$ cat config.mk
export PLATFORM = sky130hd
export DESIGN_NAME = ppi_bus_ctrl_flat
export DESIGN_NICKNAME = d
export VERILOG_FILES = /design/src/rtl/ppi_bus_ctrl_if.sv /design/src/rtl/ppi_bus_ctrl.sv /design/src/flat_wrapper.sv
export SDC_FILE = /design/constraint.sdc
export NUM_CORES = 1
export LEC_CHECK = 0
export CORE_MARGIN = 1.5
export CORE_UTILIZATION = 48
export CTS_BUF_LIST = sky130_fd_sc_hd__clkbuf_4 sky130_fd_sc_hd__clkbuf_8
export DETAILED_ROUTE_END_ITERATION = 6
export MAX_ROUTING_LAYER = met4
export PLACE_DENSITY = 0.78
export SYNTH_ARGS = -nofsm -noshare
export SYNTH_HDL_FRONTEND = slang
export SYNTH_SLANG_ARGS = --single-unit
export TNS_END_PERCENT = 10
$ cat constraint.sdc
create_clock -name clk -period 1.7 [get_ports clk]
set_clock_uncertainty 0.15 [all_clocks]
set_input_delay 0.34 -clock clk [delete_from_list [all_inputs] [get_ports clk]]
set_output_delay 0.34 -clock clk [all_outputs]
set_load 0.01 [all_outputs]
$ cat src/rtl/ppi_bus_ctrl_if.sv
// CPU-side bus of the 8255A core: strobes and write data in, output-latch
// loads, control word, direction bits and read-path select out.
interface ppi_bus_ctrl_if;
   logic       CS_n;
   logic       WR_n;
   logic       RD_n;
   logic [1:0] A;
   logic [7:0] D;
   logic [7:0] Din;
   logic       PAOutLd;
   logic       PBOutLd;
   logic       PCOutLd;
   logic [7:0] CtrlWord;
   logic       PADir;
   logic       PBDir;
   logic       PCUDir;
   logic       PCLDir;
   logic       RdEn;
   logic [1:0] RdSel;

   modport slave (
      input  CS_n, WR_n, RD_n, A, D,
      output Din, PAOutLd, PBOutLd, PCOutLd, CtrlWord,
             PADir, PBDir, PCUDir, PCLDir, RdEn, RdSel
   );

   modport master (
      output CS_n, WR_n, RD_n, A, D,
      input  Din, PAOutLd, PBOutLd, PCOutLd, CtrlWord,
             PADir, PBDir, PCUDir, PCLDir, RdEn, RdSel
   );
endinterface

$ cat src/rtl/ppi_bus_ctrl.sv
// 8255A bus interface: synchronises the CPU write strobe, holds the mode-0
// control word, drives port latch loads and executes port C bit set/reset.
module ppi_bus_ctrl #(
   parameter logic [7:0] CTRL_RST = 8'h9B
) (
   input  logic           clk,
   input  logic           reset,
   ppi_bus_ctrl_if.slave  bus
);

   logic       wr_s1_q, wr_s1_d;
   logic       wr_s2_q, wr_s2_d;
   logic [1:0] cap_a_q, cap_a_d;
   logic [7:0] cap_d_q, cap_d_d;
   logic       cap_v_q, cap_v_d;
   logic [7:0] ctrl_q, ctrl_d;
   logic [7:0] pc_shadow_q, pc_shadow_d;
   logic [7:0] din_q, din_d;
   logic       pa_ld_q, pa_ld_d;
   logic       pb_ld_q, pb_ld_d;
   logic       pc_ld_q, pc_ld_d;
   logic       wr_rise;
   logic [7:0] bsr_img;

   always_comb begin
      wr_s1_d     = bus.WR_n;
      wr_s2_d     = wr_s1_q;
      cap_a_d     = cap_a_q;
      cap_d_d     = cap_d_q;
      cap_v_d     = cap_v_q;
      ctrl_d      = ctrl_q;
      pc_shadow_d = pc_shadow_q;
      din_d       = din_q;
      pa_ld_d     = 1'b1;
      pb_ld_d     = 1'b1;
      pc_ld_d     = 1'b1;
      wr_rise     = wr_s1_q & ~wr_s2_q;
      bsr_img     = pc_shadow_q;
      bsr_img[cap_d_q[3:1]] = cap_d_q[0];

      // Keep resampling while the strobe is low so the final sample wins.
      if (!wr_s1_q && !bus.CS_n) begin
         cap_a_d = bus.A;
         cap_d_d = bus.D;
         cap_v_d = 1'b1;
      end

      if (wr_rise && cap_v_q) begin
         cap_v_d = 1'b0;
         case (cap_a_q)
            2'b00: begin
               if (!ctrl_q[4]) begin
                  din_d   = cap_d_q;
                  pa_ld_d = 1'b0;
               end
            end
            2'b01: begin
               if (!ctrl_q[1]) begin
                  din_d   = cap_d_q;
                  pb_ld_d = 1'b0;
               end
            end
            2'b10: begin
               if (!ctrl_q[3] || !ctrl_q[0]) begin
                  pc_shadow_d = cap_d_q;
                  din_d       = cap_d_q;
                  pc_ld_d     = 1'b0;
               end
            end
            default: begin
               if (cap_d_q[7]) begin
                  // Only mode 0 exists, so the mode fields are forced to zero.
                  ctrl_d      = {1'b1, 2'b00, cap_d_q[4:3], 1'b0, cap_d_q[1:0]};
                  pc_shadow_d = 8'h00;
                  din_d       = 8'h00;
                  pa_ld_d     = 1'b0;
                  pb_ld_d     = 1'b0;
                  pc_ld_d     = 1'b0;
               end else begin
                  pc_shadow_d = bsr_img;
                  din_d       = bsr_img;
                  pc_ld_d     = 1'b0;
               end
            end
         endcase
      end
   end

   always_ff @(posedge clk or posedge reset) begin
      if (reset) begin
         wr_s1_q     <= 1'b1;
         wr_s2_q     <= 1'b1;
         cap_a_q     <= 2'b00;
         cap_d_q     <= 8'h00;
         cap_v_q     <= 1'b0;
         ctrl_q      <= CTRL_RST;
         pc_shadow_q <= 8'h00;
         din_q       <= 8'h00;
         pa_ld_q     <= 1'b1;
         pb_ld_q     <= 1'b1;
         pc_ld_q     <= 1'b1;
      end else begin
         wr_s1_q     <= wr_s1_d;
         wr_s2_q     <= wr_s2_d;
         cap_a_q     <= cap_a_d;
         cap_d_q     <= cap_d_d;
         cap_v_q     <= cap_v_d;
         ctrl_q      <= ctrl_d;
         pc_shadow_q <= pc_shadow_d;
         din_q       <= din_d;
         pa_ld_q     <= pa_ld_d;
         pb_ld_q     <= pb_ld_d;
         pc_ld_q     <= pc_ld_d;
      end
   end

   assign bus.Din      = din_q;
   assign bus.PAOutLd  = pa_ld_q;
   assign bus.PBOutLd  = pb_ld_q;
   assign bus.PCOutLd  = pc_ld_q;
   assign bus.CtrlWord = ctrl_q;
   assign bus.PADir    = ctrl_q[4];
   assign bus.PBDir    = ctrl_q[1];
   assign bus.PCUDir   = ctrl_q[3];
   assign bus.PCLDir   = ctrl_q[0];
   assign bus.RdEn     = ~bus.CS_n & ~bus.RD_n & bus.WR_n & (bus.A != 2'b11);
   assign bus.RdSel    = bus.A;

endmodule

$ cat src/flat_wrapper.sv
// flat-port wrapper written by rule: the top's interface ports become plain ports
module ppi_bus_ctrl_flat 
#(
   parameter logic [7:0] CTRL_RST = 8'h9B
)
  (clk, reset, bus_CS_n, bus_WR_n, bus_RD_n, bus_A, bus_D, bus_Din, bus_PAOutLd, bus_PBOutLd, bus_PCOutLd, bus_CtrlWord, bus_PADir, bus_PBDir, bus_PCUDir, bus_PCLDir, bus_RdEn, bus_RdSel);
  ppi_bus_ctrl_if bus_i ();
  input  logic clk;
  input  logic reset;
  input wire logic [$bits(bus_i.CS_n)-1:0] bus_CS_n;
  input wire logic [$bits(bus_i.WR_n)-1:0] bus_WR_n;
  input wire logic [$bits(bus_i.RD_n)-1:0] bus_RD_n;
  input wire logic [$bits(bus_i.A)-1:0] bus_A;
  input wire logic [$bits(bus_i.D)-1:0] bus_D;
  output wire logic [$bits(bus_i.Din)-1:0] bus_Din;
  output wire logic [$bits(bus_i.PAOutLd)-1:0] bus_PAOutLd;
  output wire logic [$bits(bus_i.PBOutLd)-1:0] bus_PBOutLd;
  output wire logic [$bits(bus_i.PCOutLd)-1:0] bus_PCOutLd;
  output wire logic [$bits(bus_i.CtrlWord)-1:0] bus_CtrlWord;
  output wire logic [$bits(bus_i.PADir)-1:0] bus_PADir;
  output wire logic [$bits(bus_i.PBDir)-1:0] bus_PBDir;
  output wire logic [$bits(bus_i.PCUDir)-1:0] bus_PCUDir;
  output wire logic [$bits(bus_i.PCLDir)-1:0] bus_PCLDir;
  output wire logic [$bits(bus_i.RdEn)-1:0] bus_RdEn;
  output wire logic [$bits(bus_i.RdSel)-1:0] bus_RdSel;
  assign bus_i.CS_n = bus_CS_n;
  assign bus_i.WR_n = bus_WR_n;
  assign bus_i.RD_n = bus_RD_n;
  assign bus_i.A = bus_A;
  assign bus_i.D = bus_D;
  assign bus_Din = bus_i.Din;
  assign bus_PAOutLd = bus_i.PAOutLd;
  assign bus_PBOutLd = bus_i.PBOutLd;
  assign bus_PCOutLd = bus_i.PCOutLd;
  assign bus_CtrlWord = bus_i.CtrlWord;
  assign bus_PADir = bus_i.PADir;
  assign bus_PBDir = bus_i.PBDir;
  assign bus_PCUDir = bus_i.PCUDir;
  assign bus_PCLDir = bus_i.PCLDir;
  assign bus_RdEn = bus_i.RdEn;
  assign bus_RdSel = bus_i.RdSel;
  ppi_bus_ctrl #(.CTRL_RST(CTRL_RST)) u_core (.clk(clk), .reset(reset), .bus(bus_i));
endmodule
Yosys cells after proc, flatten, opt, wreduce, memory -nomap -nowiden
Cells that the tools add are included.
{"block": "classes", "magnitude_cmp": 2, "eq_ne": 6, "mux": 21, "n_bitwise": 9, "n_reduce_logical": 17}
{"cell": "$mux W8", "count": 4}
{"cell": "$pmux W8 S3", "count": 1}
{"cell": "$pmux W8 S2", "count": 1}
{"cell": "$mux W1", "count": 10}
{"cell": "$bwmux W8", "count": 1}
{"cell": "$ne A2 B2 Y1 const B", "count": 3}
{"cell": "$pmux W1 S2", "count": 3}
{"cell": "$reduce_and A3 Y1", "count": 2}
{"cell": "$reduce_or A2 Y1", "count": 3}
{"cell": "$not A1 Y1", "count": 5}
{"cell": "$and A1 B1 Y1", "count": 4}
{"cell": "$logic_not A1 Y1", "count": 4}
{"cell": "$lt A3 B4 Y1 const B", "count": 1}
{"cell": "$reduce_and A4 Y1", "count": 1}
{"cell": "$demux W1 S3", "count": 1}
{"cell": "$ge A3 B1 Y1 const B", "count": 1}
{"cell": "$logic_and A1 B1 Y1", "count": 3}
{"cell": "$reduce_or A3 Y1", "count": 1}
{"cell": "$eq A2 B1 Y1 const B", "count": 1}
{"cell": "$eq A2 B2 Y1 const B", "count": 1}
{"cell": "$logic_not A2 Y1", "count": 1}
{"cell": "$ne A2 B1 Y1 const B", "count": 1}
{"cell": "$reduce_bool A2 Y1", "count": 1}
{"cell": "$logic_or A1 B1 Y1", "count": 1}
{"block": "word_totals", "regBits": 36, "output_inout_bits": 26, "elab_cells": 66}

Logic depth before layout (Yosys ltp)
Gate-level depths: netlist of the first run.
{"block": "depth", "ltp_word": 7, "ltp_mapped": 7, "depth_no_buf": 5}

Worst setup path after synthesis of the first run
No wires, ideal clock.
{"block": "synth_path", "path_kind": "register to register", "start": "reg u_core.cap_a_q[0]", "end": "reg u_core.pc_shadow_q[1]", "setup_time_ns": 0.143, "arrival_ns": 1.369, "t_required_ns": 1.407, "setup_slack_ns": 0.037, "stages_incl_launch_ff": 7, "synth_period_minus_slack_ns": 1.663, "cell_sequence": "dfrtp_1 inv_1 ha_1 buf_2 and3_1 nor3_2 a31oi_1"}
{"block": "synth_via", "elab_chain_len": 4, "word_cells_on_any_way": 8, "cone_classes": "eq/ne: 3; mux: 1; bitwise: 1; reduce/logical: 3"}
{"element": "start, declared", "line": "ppi_bus_ctrl.sv:13", "rtl": "logic [1:0] cap_a_q, cap_a_d;"}
{"element": "start signal, assigned", "line": "ppi_bus_ctrl.sv:105", "rtl": "cap_a_q <= cap_a_d;"}
{"element": "$eq A2 B1 Y1 / $logic_not A2 Y1 (equally long branches)", "line": "ppi_bus_ctrl.sv:50", "rtl": "case (cap_a_q)"}
{"element": "$reduce_or A2 Y1 (no source line)"}
{"element": "$not A1 Y1 (no source line)"}
{"element": "$reduce_and A3 Y1 (no source line)"}
{"element": "end signal, assigned", "line": "ppi_bus_ctrl.sv:109", "rtl": "pc_shadow_q <= pc_shadow_d;"}
{"element": "end, declared", "line": "ppi_bus_ctrl.sv:17", "rtl": "logic [7:0] pc_shadow_q, pc_shadow_d;"}
Several ways; a longest one is shown, not always the timed one.
A chain may end at the register's enable or synchronous reset.

Worst setup path after layout of the first run
{"block": "layout_path", "start": "reg u_core.cap_a_q[0]", "end": "reg u_core.pc_shadow_q[4]"}
Same word-level chain as after synthesis.

==> results.ini, run 1 <==
[outcome]
outcome = finished, violations left
violations = negative setup slack

[synth]
ys_ff_latch = 36
ys_dominant_reg_cell = dfrtp_1
synth_warnings = 0
synth_cell_types = 45
async_reset_ff_frac = 1.00
synth_cells = 207
avgSynthCellArea_sq_um = 10.2
synth_edf_count = 0
seq_area_frac_synth = 0.433
syn-cell-area_sq_um = 2100

[drt]
antenna_left = 0
first_iter_violations = 129
route.vias.total = 1828
first_pass_iters = 4
routed_via_density = 5.77
drc = 0
wl_per_cell_microns = 16.9
wirelength_mm = 5.37

[worst_setup_path]
cp-start-kind = flip-flop
worstPathRequired_ps = 1760
rr_startpoint = u_core.cap_a_q[0]
worstRegToRegCells = 8
worst_setup_path_end_kind = flip-flop
arrival_ps = 1870
reg2reg_to = u_core.pc_shadow_q[4]
critPathKind = reg2reg
path_max_fanout = 10
crit_end = u_core.pc_shadow_q[4]
rrSetupSlack_ps = -110
setup.worst_path.start = u_core.cap_a_q[0]

[die]
rows = 23
coreArea_sq_um = 4120
dieArea_sq_um = 4790
die_w_microns = 69.2
initial_utilization = 0.511
io_pins = 41
die_y_microns = 69.2

[final_layout]
final_cell_area_sq_um = 2880
fillers = 309
layout-drive-gt1-share = 0.281
fin_nets = 286
multi_input_area_sq_um = 1080
num_antenna_cells = 0
regArea_sq_um = 912
area_growth_pct = 37.0
final_cell_mix = buf_4, dfrtp_1, nand2_1, o21ai_0, clkdlybuf4s50_1
layout_commonest_cell = buf_4
final_util = 0.701

[place]
gp_congestion = 0.883
hpwl_mm = 3.71
dpl_cell_area_sq_um = 2690
port_buffers = 36

[global_route]
busiest_layer = met2
grt_use_met2 = 0.363
gr-usage-met3 = 0.0480
grt_start_max_net_pins = 37
grt_overflow = 0
antenna_found_initial = 0
first_global_vias = 1764
track_usage = 0.235
grt_pass1_wl_mm = 8.63
grtUsageMet1 = 0.302

[clock_tree]
max-clock-path-buffers = 2
clkTransAtPathRegs_ps = 70
htreeDepth = 2
numCtsBuffers = 5
cts_tree = done
cts_root_buf = clkbuf_8
clkLatencyLatePin_ps = 290
clkSinkCount = 36

[pwr]
finalPower_w = 0.00299
vdd.ir_drop.worst_mv = 0.631
power.density_nw_per_um2 = 1040
p_leak_nw = 1.30

[sta]
setup_viol = 15
layout_setup_ws_ps = -108
finalSetupTns_ps = -731
layout_min_cycle_time_ps = 1810
max_freq_mhz = 553
hold_viol = 0
rsz0062_at_grt = yes
min_period_over_period = 1.06
slew_viol_final = 0

[min_path]
min_path_type = in2async

[job]
max-cap-violations = 0

## logic make-up (layout without fill, tap and decap cells)
kind of cell | after synthesis | count (layout) | synth area share
AOI/OAI and AO/OA | 52 | 52 | 0.164
adders and majority gates | 5 | 5 | 0.0297
buffers and inverters | 34 | 92 | 0.0916
DFF | 36 | 36 | 0.433
muxes | 19 | 19 | 0.0939
other | 2 | 4 | 0.00357
and+or+nand+nor | 59 | 59 | 0.184
## metrics by stage
stage	worst slack, ps	hold WS, ps	cells
4_1_cts	-32.6	244	315
3_5_place_dp	-374	338	307
2_1_floorplan	37.2	194	209
3_3_place_gp	-350	335	307
6_report	-108	238	317
5_1_grt	-181	282	317
## worst min path at each step
stage	to	cells after the start	start
4_1_cts	u_core.cap_d_q[5]	3	reset
3_5_place_dp	u_core.pc_shadow_q[0]	1	u_core.pc_shadow_q[0]
3_3_place_gp	u_core.bus.Din[3]	1	u_core.bus.Din[3]
2_1_floorplan	u_core.wr_s1_q	0	bus_WR_n
6_report	u_core.cap_d_q[5]	3	reset
5_1_grt	u_core.bus.Din[1]	3	reset
## report_power, final
group	internal, W	switching (W)
combinational	0.000583	0.000491
sequential	0.00108	0.000167
clock	0.000362	0.000302
## flip-flops by register name (all words and copies together), names as in the netlist
register,flops
u_core.bus.Din,8
u_core.cap_d_q,8
u_core.pc_shadow_q,8
u_core.bus.CtrlWord,4
u_core.cap_a_q,2
u_core.bus.PAOutLd,1
u_core.bus.PBOutLd,1
u_core.bus.PCOutLd,1
u_core.cap_v_q,1
u_core.wr_s1_q,1
u_core.wr_s2_q,1
## Yosys cell counts, types with 2 or more instances
cell,number,area share
inv_1,10,0.018
conb_1,2,0.0036
nor3b_2,3,0.018
mux2_1,6,0.032
o21ai_1,2,0.0048
dfstp_2,9,0.11
nand3_1,2,0.0048
nor2_1,2,0.0036
mux2i_1,13,0.062
a21oi_1,3,0.0071
o21ai_0,18,0.043
or2_1,2,0.0059
o32a_1,7,0.033
nand3b_1,12,0.043
clkbuf_1,2,0.0036
buf_2,7,0.017
and3_1,3,0.0089
buf_4,13,0.046
nand2_1,17,0.030
nor3b_1,6,0.021
dfrtp_1,27,0.32
a31oi_1,14,0.042
ha_1,5,0.030
## cell type report
cell class,count,share of cell area
clock buffers,8,0.0338
inverters,10,0.0130
flip-flops and latches,36,0.316
well taps,50,0.0217
repair buffers,74,0.241
multi-input cells,139,0.374
## per-layer routing
layer	wire length (microns)	vias to the layer above	part of all wire
li1	-	850	-
met4	105	0	0.020
met3	296	8	0.055
met1	2370	901	0.44
met2	2600	69	0.48
met5	0	-	0
## repair_timing
action,4_1_cts,5_1_grt
hold endpoints to repair,0,0
gates resized for setup,33,12
pin swaps,3,5
hold buffers,0,0
setup endpoints to repair,35,25
setup buffers,0,2
## worst max-delay path: stages (launching register included)
cell and delay [ps]:
dfrtp_1 420, inv_2 90, buf_6 130, ha_4 170
buf_8 140, nor3b_4 190, buf_6 150, mux2i_1 80
a31oi_1 190
(Power assumes the default switching activity.)
==> run 2, diff against run 1 <==
Settings changed: CORE_UTILIZATION 48 to 45, PLACE_DENSITY 0.78 to 0.74.
==> results.ini, run 2 (synthesis results as in run 1) <==
[outcome]
outcome = finished, violations left
violations = negative setup slack

[final_layout]
multi_input_area_sq_um = 1050  ; -2.3%
layout-drive-gt1-share = 0.298  ; +0.0169
area_growth_pct = 36.8
regArea_sq_um = 913  ; +0.14%
fin_nets = 291  ; +1.7%
layout_commonest_cell = buf_4
num_antenna_cells = 0  ; unchanged
fillers = 354  ; +15%
final_cell_area_sq_um = 2880  ; -0.17%
final_cell_mix = buf_4, dfrtp_1, o21ai_0, nand2_1, dlygate4sd2_1

[global_route]
grt_overflow = 0  ; unchanged
grt_pass1_wl_mm = 8.51  ; -1.3%
first_global_vias = 1789  ; +1.4%
antenna_found_initial = 0  ; unchanged
track_usage = 0.223  ; -0.0115
grt_start_max_net_pins = 37  ; unchanged

[pwr]
combPwrFrac = 0.349  ; -0.011
clkPwrFrac = 0.229  ; +0.007
power.density_nw_per_um2 = 1020  ; -1.2%
sequentialPowerShare = 0.421  ; +0.003
p_sw_w = 0.000946  ; -1.5%
p_leak_nw = 1.32  ; +0.82%
internal_power_w = 0.00200  ; -1.3%
vdd.ir_drop.worst_mv = 0.553  ; -12%
netSwitchingFraction = 0.321  ; -0.000474

[clock_tree]
postCtsHoldBufs = 0  ; unchanged
clkTransAtPathRegs_ps = 70  ; about the same
numCtsBuffers = 5  ; unchanged
max-clock-path-buffers = 2  ; unchanged
cts_root_buf = clkbuf_8
clkLatencyLatePin_ps = 300  ; about the same
clkSinkCount = 36  ; unchanged
cts_tree = done
htreeDepth = 2  ; unchanged

[die]
die_w_microns = 71.4  ; +3.1%
coreArea_sq_um = 4410  ; +7.3%
initial_utilization = 0.477  ; -0.0346
die_y_microns = 71.4  ; +3.1%
io_pins = 41  ; unchanged
rows = 24  ; +4.3%
dieArea_sq_um = 5100  ; +6.4%

[drt]
wl_per_cell_microns = 15.7  ; -7.4%
route.vias.total = 1784  ; -2.4%
routed_via_density = 5.51  ; -4.5%
wirelength_mm = 5.09  ; -5.4%
first_pass_iters = 4  ; unchanged
antenna_left = 0  ; unchanged
drc = 0  ; unchanged
first_iter_violations = 187  ; +45%

[sta]
setup_viol = 11  ; -4
max_freq_mhz = 574  ; +3.7%
hold_viol = 0  ; unchanged
finalSetupTns_ps = -188  ; +543 ps
layout_min_cycle_time_ps = 1740  ; -64.4 ps
rsz0062_at_grt = yes
slew_viol_final = 0  ; unchanged
layout_setup_ws_ps = -43.4  ; +64.4 ps
min_period_over_period = 1.03  ; -0.0379

[place]
port_buffers = 36  ; unchanged
hpwl_mm = 3.59  ; -3.2%
dpl_cell_area_sq_um = 2710  ; +0.74%
gp_congestion = 0.857  ; -3.0%

[worst_setup_path]
path_max_fanout = 5  ; -5
worstPathRequired_ps = 1730  ; -30 ps
worstRegToRegCells = 5  ; -3
critPathKind = reg2reg
rr_startpoint = u_core.cap_a_q[0]
worst_setup_path_end_kind = flip-flop
arrival_ps = 1770  ; -100 ps
cp-start-kind = flip-flop
setup.worst_path.start = u_core.cap_a_q[0]

[job]
max-cap-violations = 0  ; unchanged

[min_path]
min_path_type = in2async

-- run 2: worst max-delay path, stage by stage, from the launching register on --
cell	delay (ps)
dfrtp_2	460
ha_1	280
nand3b_2	180
buf_12	130
mux2i_1	70
o32a_1	340
-- run 2: layer usage --
metal | up-vias | GRT usage | routed length, microns
met3 | 9 | 0.0492 | 215
met2 | 46 | 0.328 | 2440
met5 | - | - | 0
li1 | 864 | - | -
met1 | 865 | 0.300 | 2340
met4 | 0 | 0.0901 | 94
-- run 2: through the flow --
stage,worst slack (ps),instances,hold slack (ps),power [W],utilization
2_1_floorplan,37.2,209,194,0.00182,-
3_3_place_gp,-362,313,336,0.00226,0.613
3_5_place_dp,-370,313,328,0.00229,0.613
4_1_cts,-44.3,321,245,0.00293,0.633
5_1_grt,-99.4,324,279,0.00312,0.652
6_report,-43.4,324,230,0.00295,0.652
-- run 2: what timing repair did --
action	CTS	global route
setup endpoints to repair	33	25
resized for setup	24	18
pin swaps	0	3
buffers inserted	0	3
-- run 2: layout make-up --
class,count,share of cell area
Sequential cell,36,0.317
Inverter,10,0.0139
Multi-Input combinational cell,139,0.366
Tap cell,52,0.0226
Clock buffer,8,0.0339
Timing Repair Buffer,79,0.246
-- run 2: path summary, 6_finish.rpt --
kind,to,slack (ps)
min,u_core.bus.Din[1],230
max reg2reg,u_core.bus.Din[6],-40
min reg2reg,u_core.pc_shadow_q[0],340
max,u_core.bus.Din[6],-40
max in group asynchronous,u_core.bus.PCOutLd,910
min in group clk,u_core.cap_v_q,330
-- run 2: power by group through the flow --
stage | Combinational, W | Clock, W | Sequential (W)
6_report | 0.00103 | 0.000675 | 0.00124
3_3_place_gp | 0.00101 | 0 | 0.00124
5_1_grt | 0.00113 | 0.000730 | 0.00126
3_5_place_dp | 0.00104 | 0 | 0.00125
2_1_floorplan | 0.000566 | 0 | 0.00125
4_1_cts | 0.00101 | 0.000690 | 0.00124
==> run 3, diff against run 2 <==
Settings changed: SLEW_MARGIN set to 20.
==> results of run 3 <==
No change in the layout: final DEF, timing and power equal those of run 2.
